### src/rtl/mem_arbiter_pkg.sv
// Shared types and constants for the memory arbiter.
// Tie policy is selected by ARB_ROUND_ROBIN_EN (undefined: dcache wins ties).
package constants_pkg;

  localparam int ADDR_W = 32;
  localparam int DATA_W = 128;

  localparam logic ARB_ICACHE = 1'b0;
  localparam logic ARB_DCACHE = 1'b1;

  typedef enum logic [1:0] {
    IDLE,
    GRANT_I,
    GRANT_D,
    RELEASE
  } arb_state_t;

endpackage

### src/rtl/mem_arbiter_if.sv
// Cache <-> memory request/response bus.
// Modports are named for the party on the far side of the holder.
interface data_bus;
  import constants_pkg::*;

  logic [ADDR_W-1:0] addr;
  logic              ldp;
  logic              srp;
  logic [DATA_W-1:0] srData;
  logic [DATA_W-1:0] ldData;
  logic              ldr;
  logic              srr;

  modport producer (
    input  addr, ldp, srp, srData,
    output ldData, ldr, srr
  );

  modport consumer (
    output addr, ldp, srp, srData,
    input  ldData, ldr, srr
  );

endinterface

### src/rtl/mem_arbiter_pick.sv
// Two-way winner select for the memory arbiter.
// ARB_ROUND_ROBIN_EN: tie goes to the requester other than last.
module arb_pick
  import constants_pkg::*;
(
  input  logic [1:0] req,
  input  logic       last,
  output logic [1:0] win
);

  always_comb begin
    win = req;
    if (&req) begin
      win = '0;
`ifdef ARB_ROUND_ROBIN_EN
      win[~last] = 1'b1;
`else
      win[ARB_DCACHE] = 1'b1;
`endif
    end
  end

`ifndef ARB_ROUND_ROBIN_EN
  logic unused_last;
  assign unused_last = last;
`endif

endmodule

### src/rtl/mem_arbiter.sv
// Shares one memory port between icache refill and dcache refill/writeback.
// Policy macro ARB_ROUND_ROBIN_EN (see arb_pick); default is fixed priority.
module mem_arbiter
  import constants_pkg::*;
#(
  parameter int NREQ = 2
) (
  input  logic            clk,
  input  logic            rst,
  data_bus.producer       ibus,
  data_bus.producer       dbus,
  data_bus.consumer       mbus,
  output logic [NREQ-1:0] grant
);

  arb_state_t state_q, state_d;
  logic       last_q, last_d;
  logic [1:0] req;
  logic [1:0] win;
  logic       ack;

  // icache is load-only, so its srp never counts as a request
  assign req[ARB_ICACHE] = ibus.ldp;
  assign req[ARB_DCACHE] = dbus.ldp | dbus.srp;
  assign ack = mbus.ldr | mbus.srr;

  arb_pick u_pick (
    .req  (req),
    .last (last_q),
    .win  (win)
  );

  always_ff @(posedge clk or negedge rst) begin
    if (!rst) begin
      state_q <= IDLE;
      last_q  <= ARB_DCACHE;
    end else begin
      state_q <= state_d;
      last_q  <= last_d;
    end
  end

  always_comb begin
    state_d = state_q;
    last_d  = last_q;
    unique case (state_q)
      IDLE, RELEASE: begin
        unique case (1'b1)
          win[ARB_ICACHE]: state_d = GRANT_I;
          win[ARB_DCACHE]: state_d = GRANT_D;
          default:         state_d = IDLE;
        endcase
      end
      GRANT_I: begin
        if (ack) begin
          state_d = RELEASE;
          last_d  = ARB_ICACHE;
        end
      end
      GRANT_D: begin
        if (ack) begin
          state_d = RELEASE;
          last_d  = ARB_DCACHE;
        end
      end
      default: state_d = IDLE;
    endcase
  end

  assign ibus.ldData = mbus.ldData;
  assign dbus.ldData = mbus.ldData;

  always_comb begin
    grant       = '0;
    mbus.addr   = '0;
    mbus.ldp    = 1'b0;
    mbus.srp    = 1'b0;
    mbus.srData = '0;
    ibus.ldr    = 1'b0;
    ibus.srr    = 1'b0;
    dbus.ldr    = 1'b0;
    dbus.srr    = 1'b0;
    unique case (state_q)
      GRANT_I: begin
        grant[ARB_ICACHE] = 1'b1;
        mbus.addr = ibus.addr;
        mbus.ldp  = ibus.ldp;
        ibus.ldr  = mbus.ldr;
      end
      GRANT_D: begin
        grant[ARB_DCACHE] = 1'b1;
        mbus.addr   = dbus.addr;
        mbus.ldp    = dbus.ldp;
        mbus.srp    = dbus.srp;
        mbus.srData = dbus.srData;
        dbus.ldr    = mbus.ldr;
        dbus.srr    = mbus.srr;
      end
      default: ;
    endcase
  end

endmodule

### src/flat_wrapper.sv
// flat-port wrapper written by rule: the top's interface ports become plain ports
module mem_arbiter_flat import constants_pkg::*;
#(
  parameter int NREQ = 2
)
  (clk, rst, grant, ibus_addr, ibus_ldp, ibus_srp, ibus_srData, ibus_ldData, ibus_ldr, ibus_srr, dbus_addr, dbus_ldp, dbus_srp, dbus_srData, dbus_ldData, dbus_ldr, dbus_srr, mbus_addr, mbus_ldp, mbus_srp, mbus_srData, mbus_ldData, mbus_ldr, mbus_srr);
  data_bus ibus_i ();
  data_bus dbus_i ();
  data_bus mbus_i ();
  input  logic clk;
  input  logic rst;
  output logic [NREQ-1:0] grant;
  input wire logic [$bits(ibus_i.addr)-1:0] ibus_addr;
  input wire logic [$bits(ibus_i.ldp)-1:0] ibus_ldp;
  input wire logic [$bits(ibus_i.srp)-1:0] ibus_srp;
  input wire logic [$bits(ibus_i.srData)-1:0] ibus_srData;
  output wire logic [$bits(ibus_i.ldData)-1:0] ibus_ldData;
  output wire logic [$bits(ibus_i.ldr)-1:0] ibus_ldr;
  output wire logic [$bits(ibus_i.srr)-1:0] ibus_srr;
  input wire logic [$bits(dbus_i.addr)-1:0] dbus_addr;
  input wire logic [$bits(dbus_i.ldp)-1:0] dbus_ldp;
  input wire logic [$bits(dbus_i.srp)-1:0] dbus_srp;
  input wire logic [$bits(dbus_i.srData)-1:0] dbus_srData;
  output wire logic [$bits(dbus_i.ldData)-1:0] dbus_ldData;
  output wire logic [$bits(dbus_i.ldr)-1:0] dbus_ldr;
  output wire logic [$bits(dbus_i.srr)-1:0] dbus_srr;
  output wire logic [$bits(mbus_i.addr)-1:0] mbus_addr;
  output wire logic [$bits(mbus_i.ldp)-1:0] mbus_ldp;
  output wire logic [$bits(mbus_i.srp)-1:0] mbus_srp;
  output wire logic [$bits(mbus_i.srData)-1:0] mbus_srData;
  input wire logic [$bits(mbus_i.ldData)-1:0] mbus_ldData;
  input wire logic [$bits(mbus_i.ldr)-1:0] mbus_ldr;
  input wire logic [$bits(mbus_i.srr)-1:0] mbus_srr;
  assign ibus_i.addr = ibus_addr;
  assign ibus_i.ldp = ibus_ldp;
  assign ibus_i.srp = ibus_srp;
  assign ibus_i.srData = ibus_srData;
  assign ibus_ldData = ibus_i.ldData;
  assign ibus_ldr = ibus_i.ldr;
  assign ibus_srr = ibus_i.srr;
  assign dbus_i.addr = dbus_addr;
  assign dbus_i.ldp = dbus_ldp;
  assign dbus_i.srp = dbus_srp;
  assign dbus_i.srData = dbus_srData;
  assign dbus_ldData = dbus_i.ldData;
  assign dbus_ldr = dbus_i.ldr;
  assign dbus_srr = dbus_i.srr;
  assign mbus_addr = mbus_i.addr;
  assign mbus_ldp = mbus_i.ldp;
  assign mbus_srp = mbus_i.srp;
  assign mbus_srData = mbus_i.srData;
  assign mbus_i.ldData = mbus_ldData;
  assign mbus_i.ldr = mbus_ldr;
  assign mbus_i.srr = mbus_srr;
  mem_arbiter #(.NREQ(NREQ)) u_core (.clk(clk), .rst(rst), .ibus(ibus_i), .dbus(dbus_i), .mbus(mbus_i), .grant(grant));
endmodule
### config.mk
export PLATFORM = sky130hd
export DESIGN_NAME = mem_arbiter_flat
export DESIGN_NICKNAME = d
export VERILOG_FILES = /design/src/rtl/mem_arbiter_pkg.sv /design/src/rtl/mem_arbiter_if.sv /design/src/rtl/mem_arbiter_pick.sv /design/src/rtl/mem_arbiter.sv /design/src/flat_wrapper.sv
export SDC_FILE = /design/constraint.sdc
export NUM_CORES = 1
export LEC_CHECK = 0
export ABC_AREA = 1
export CELL_PAD_IN_SITES_DETAIL_PLACEMENT = 1
export CELL_PAD_IN_SITES_GLOBAL_PLACEMENT = 2
export CORE_AREA = 2 2 343 345
export CTS_CLUSTER_SIZE = 16
export DETAILED_ROUTE_END_ITERATION = 16
export DIE_AREA = 0 0 345 347
export PLACE_DENSITY = 0.61
export SYNTH_ARGS = -nofsm -noshare
export SYNTH_HDL_FRONTEND = slang
export SYNTH_SLANG_ARGS = --single-unit
### constraint.sdc
create_clock -name clk -period 1.5 [get_ports clk]
set_input_delay 0.3 -clock clk [delete_from_list [all_inputs] [get_ports clk]]
set_output_delay 0.3 -clock clk [all_outputs]
set_load 0.02 [all_outputs]
Yosys cells after proc, flatten, opt, wreduce, memory -nomap -nowiden --
Index checks and enable logic that the tools add are counted.
Storage, ports and cells: input port bits 456, output and inout port bits 424, word-level logic and storage cells 24, register bits 2
Cells by class: bitwise operators 2, eq/ne operators 4, muxes and demuxes 13, reductions and logical operators 4
Operators with widths (count):
- $mux 128 | 1
- $pmux 32 s2 | 1
- $pmux 2 s2 | 2
- $mux 1 | 6
- $eq 2x2->1 const B | 2
- $mux 2 | 2
- $reduce_or 2->1 | 2
- $eq 2x1->1 const B | 1
- $logic_not 2->1 | 1
- $ne 2x1->1 const B | 1
- $or 1x1->1 | 2
- $pmux 1 s2 | 1
- $reduce_and 2->1 | 1

Logic depth before layout (Yosys ltp) --
depth after elaboration 5, gate-level depth with buffers 7, gate-level depth less buffers 6

Cells and area by module --
A second synthesis with hierarchy kept.
Unflattened totals: cells, all modules 678, area, all modules 3756.1 µm²
Modules (own cells, without submodules):
- mem_arbiter | cells each 675, area an instance 3744.8 µm², instances 1, seq. area each 76.3 µm²
- arb_pick | cells each 3, area an instance 11.3 µm², instances 1, seq. area each 0.0 µm²

Worst setup path after synthesis --
No wires, ideal clock.
kind register to output, from reg u_core.state_q[1], to out mbus_addr[10], path buffers 2, setup slack -250 ps, data required time 1200 ps, data arrival time 1450 ps, cell stages (with the launch flop) 7, cells stage by stage dfrtp_1 inv_1 ha_1 buf_4 buf_4 nand2_1 a21oi_1
Between the ends: longest elaborated chain between the ends 2, elaborated cells between the ends (all ways) 3, classes of those cells eq/ne: 2; mux: 1
RTL lines:
- start: declaration | line mem_arbiter.sv:16 | arb_state_t state_q, state_d;
- start signal: assignment | line mem_arbiter.sv:38 | state_q <= state_d;
- $eq 2x2->1 or $eq 2x1->1 (tied branches)
- $pmux 32 s2 (*) | line mem_arbiter.sv:83 | unique case (state_q)
- end: declaration | line flat_wrapper.sv:27 | output wire logic [$bits(mbus_i.addr)-1:0] mbus_addr;
Every way passes the cells marked *; elsewhere a longest branch is shown, timed or not.

Worst setup path in the final report --
from reg u_core.state_q[0], to out mbus_srData[95]
Between the ends: longest elaborated chain between the ends 2
RTL lines:
- $eq 2x2->1
- $mux 128 | line mem_arbiter.sv:83
- end: declaration | line flat_wrapper.sv:30 | output wire logic [$bits(mbus_i.srData)-1:0] mbus_srData;
Every way passes these cells.

==> out/results.txt <==
Finished Cell Area -> 0.009928 sq mm
Layout Area Growth over Synthesis -> 165.5%
GP Congestion -> 0.6921
Cells after synthesis -> 666
Worst path bufs/invs -> 6
DP HPWL -> 30,660 microns
Clk_lat worst skew -> 0.23 ns
Fin. max-slew vios -> 0
Sw Share -> 48.34%
Final ANT Viol Nets -> 0
Reg2reg setup slack -> 0.22 ns
DR vias -> 4,609
Total GRT Usage -> 5.605%
Mean Syn Cell Area -> 5.615 sq um
Nets@finish -> 1,304
Post-Place Cell Area -> 0.008299 sq mm
Fin util -> 8.578%
Worst path top cell family by delay -> buffers and inverters
Reg2Reg Depth -> 6
Pre-CTS WS -> -0.6717 ns
Failing checks -> setup timing
Die W -> 345 microns
CP required -> 1.20 ns
Biggest regs -> u_core.state_q (2)
CTS tree -> built
Worst path depth -> 8
Worst Setup End Kind -> output pin
I/O pin count -> 880
Filler Cell Count -> 13.76k
GRT met3 Usage -> 5.095%
Via/cell ratio -> 1.945
Detail-routed net length per standard cell -> 15.97 microns
Period minus WS final -> 2.007 ns
Critical Path Most Common Cell -> buf_12
Leak -> 0.004370 uW
Total number of yosys warnings -> 0
GRT overflow -> 0
Met1 usage -> 5.061%
Clock sinks -> 2
Initial Utilization -> 3.231%
Share of layout cells above drive strength 1 -> 56.52%
Final hold vios -> 0
# Max-Cap Violations -> 0
Worst Setup SP -> u_core.state_q[0]
Crit path capture -> mbus_srData[95]
I/O Buffers -> 365
Clock power frac -> 2.5%
CP peak stage delay -> 0.38 ns
Clock Tree Buf Depth -> 2
FMAX -> 498.3 MHz
Layer with the highest usage -> met2
CP Cell Sequence -> inv_2 > ha_4 > buf_12 > buf_12 > buf_8 > nand2_2 > inv_2 > buf_12
H-tree lvl count -> 1
Biggest register -> u_core.state_q
First-pass iteration count of the detailed router -> 3
Vias in the first global route -> 4,940
Syn Std Cell Area -> 0.003740 sq mm
Comb power frac -> 96.9%
Arrival @ worst endpoint -> 1.71 ns
WS Path Type -> flip-flop to output pin
Initial antenna violation count -> 8
Cell variety after synth -> 15
Max IR drop VDD -> 0.8325 mV
Final Setup Violations -> 167
Final WL -> 37,850 microns
R2r endpoint -> u_core.state_q[0]
Fin Setup TNS -> -60.39 ns
Die height -> 347 microns
Die ar. -> 0.1197 sq mm
Int Power -> 8753 uW
Crit Path Max Fanout -> 6
Largest register FFs -> 2
Sequential fraction of the synthesis area -> 1.338%
Tcrit/Tclk final -> 133.8%
Worst setup margin -> -0.5070 ns
Syn_nets -> 1,125
R2R Path Start -> u_core.state_q[1]
Worst hold slack -> 0.2449 ns
Largest net degree at the start of global routing -> 39
DRT iter0 DRCs -> 89
Core Region -> 0.1157 sq mm
Root buf cell -> clkbuf_16
NetSw -> 8192 uW
CP max stage cell -> dfrtp_1
Cell Rows -> 125
Pwr Density -> 1707 mW/mm^2
Reg clk slew, reported paths -> 0.03 ns
Unrepaired setup endpoints after global routing -> yes
Status -> finished with violations
DRC Markers -> 0
Hold Path Class -> primary input to asynchronous set/reset pin
First-pass GRT wire length -> 45,100 microns
CTS Buf Count -> 3
M2 GR Usage -> 8.883%
Flops & latches, synth -> 2
CP startpoint kind -> flip-flop
Clk_skew -> 0.006646 ns
Sequential cell fraction of total power -> 0.6%
[per-stage QoR]
| stage | power (uW) | std cells |
|---|---|---|
| global route | 18150 | 2368 |
| global placement | 12280 | 2301 |
| finish | 16940 | 2370 |
| floorplan | 6865 | 666 |
| CTS | 14250 | 2327 |
| detailed placement | 12270 | 2301 |
[logic make-up after synthesis]
logic type	count (synthesis)	share of synthesized area [%]
adders and majority gates	3	1.004
AOI/OAI and AO/OA	33	4.416
and+or+nand+nor	208	22.28
buffers and inverters	419	70.86
other	1	0.1003
DFF	2	1.338
[synth_stat cells]
library cell | instances | area share (%)
a21oi_1 | 33 | 4.4
buf_2 | 12 | 1.6
buf_4 | 262 | 53
buf_6 | 6 | 1.8
buf_8 | 3 | 1.2
conb_1 | 1 | 0.10
dfrtp_1 | 2 | 1.3
ha_1 | 3 | 1.0
inv_1 | 116 | 12
inv_2 | 20 | 2.0
nand2_1 | 182 | 18
nand2_2 | 20 | 3.3
nand3_1 | 1 | 0.13
nor2_1 | 4 | 0.40
nor3_1 | 1 | 0.13
[how the worst min path moves through the flow]
stage / startpoint / end
finish: rst / u_core.state_q[1]
global route: rst / u_core.state_q[1]
CTS: rst / u_core.state_q[1]
detailed placement: rst / u_core.state_q[0]
global placement: rst / u_core.state_q[0]
floorplan: rst / u_core.state_q[0]
[worst reg2reg max path, delay by kind of cell (launching register included)]
family,cells,cell delay [ns]
DFF,1,0.45
adders and majority gates,1,0.28
buffers and inverters,3,0.27
and+or+nand+nor,2,0.16
[final cells by class]
| type | instances | area (sq um) | share of cell area, % |
|---|---|---|---|
| clock buffers | 4 | 78.83 | 0.7940 |
| flip-flops and latches | 2 | 51.30 | 0.5167 |
| multi-input cells | 245 | 1951 | 19.65 |
| repair buffers | 457 | 5395 | 54.34 |
| well taps | 1524 | 1907 | 19.21 |
| diodes | 2 | 5.005 | 0.05041 |
| inverters | 136 | 540.5 | 5.444 |
[repair_timing]
item / in CTS / in global routing
gates cloned: 2 / 9
hold endpoints to repair: 0 / 0
setup endpoints to repair: 167 / 167
pin swaps: 4 / 40
gates resized for setup: 506 / 422
buffers inserted: 21 / 38
hold buffers: 0 / 0
[cell usage in the layout, fill, tap and decap left out]
master / count
inv_2: 59
dfrtp_1: 1
buf_8: 9
buf_16: 3
buf_12: 66
clkbuf_16: 11
nor3_1: 1
buf_2: 9
clkbuf_4: 1
nand2_1: 95
inv_4: 12
nor2_1: 4
nand2_2: 52
buf_6: 112
diode_2: 2
nand2_8: 1
a21oi_4: 33
buf_4: 42
inv_1: 65
nand2_4: 54
dfrtp_2: 1
clkbuf_1: 1
nand3_1: 1
clkdlybuf4s50_1: 198
ha_4: 3
conb_1: 1
clkbuf_2: 9
[routing by layer]
layer	wire length, microns	part of all wire (%)
met4	1320	3.5
met3	7230	19
met2	16570	44
met1	12520	33
met5	207	0.55
[power groups by stage]
stage / clock, uW / combinational [uW] / sequential [uW]
6_report: 427 / 16400 / 106
5_1_grt: 438 / 17600 / 109
4_1_cts: 434 / 13700 / 106
3_5_place_dp: 0 / 12200 / 106
3_3_place_gp: 0 / 12200 / 105
2_1_floorplan: 0 / 6760 / 108
Note: power is estimated with default switching activity, not from simulation.
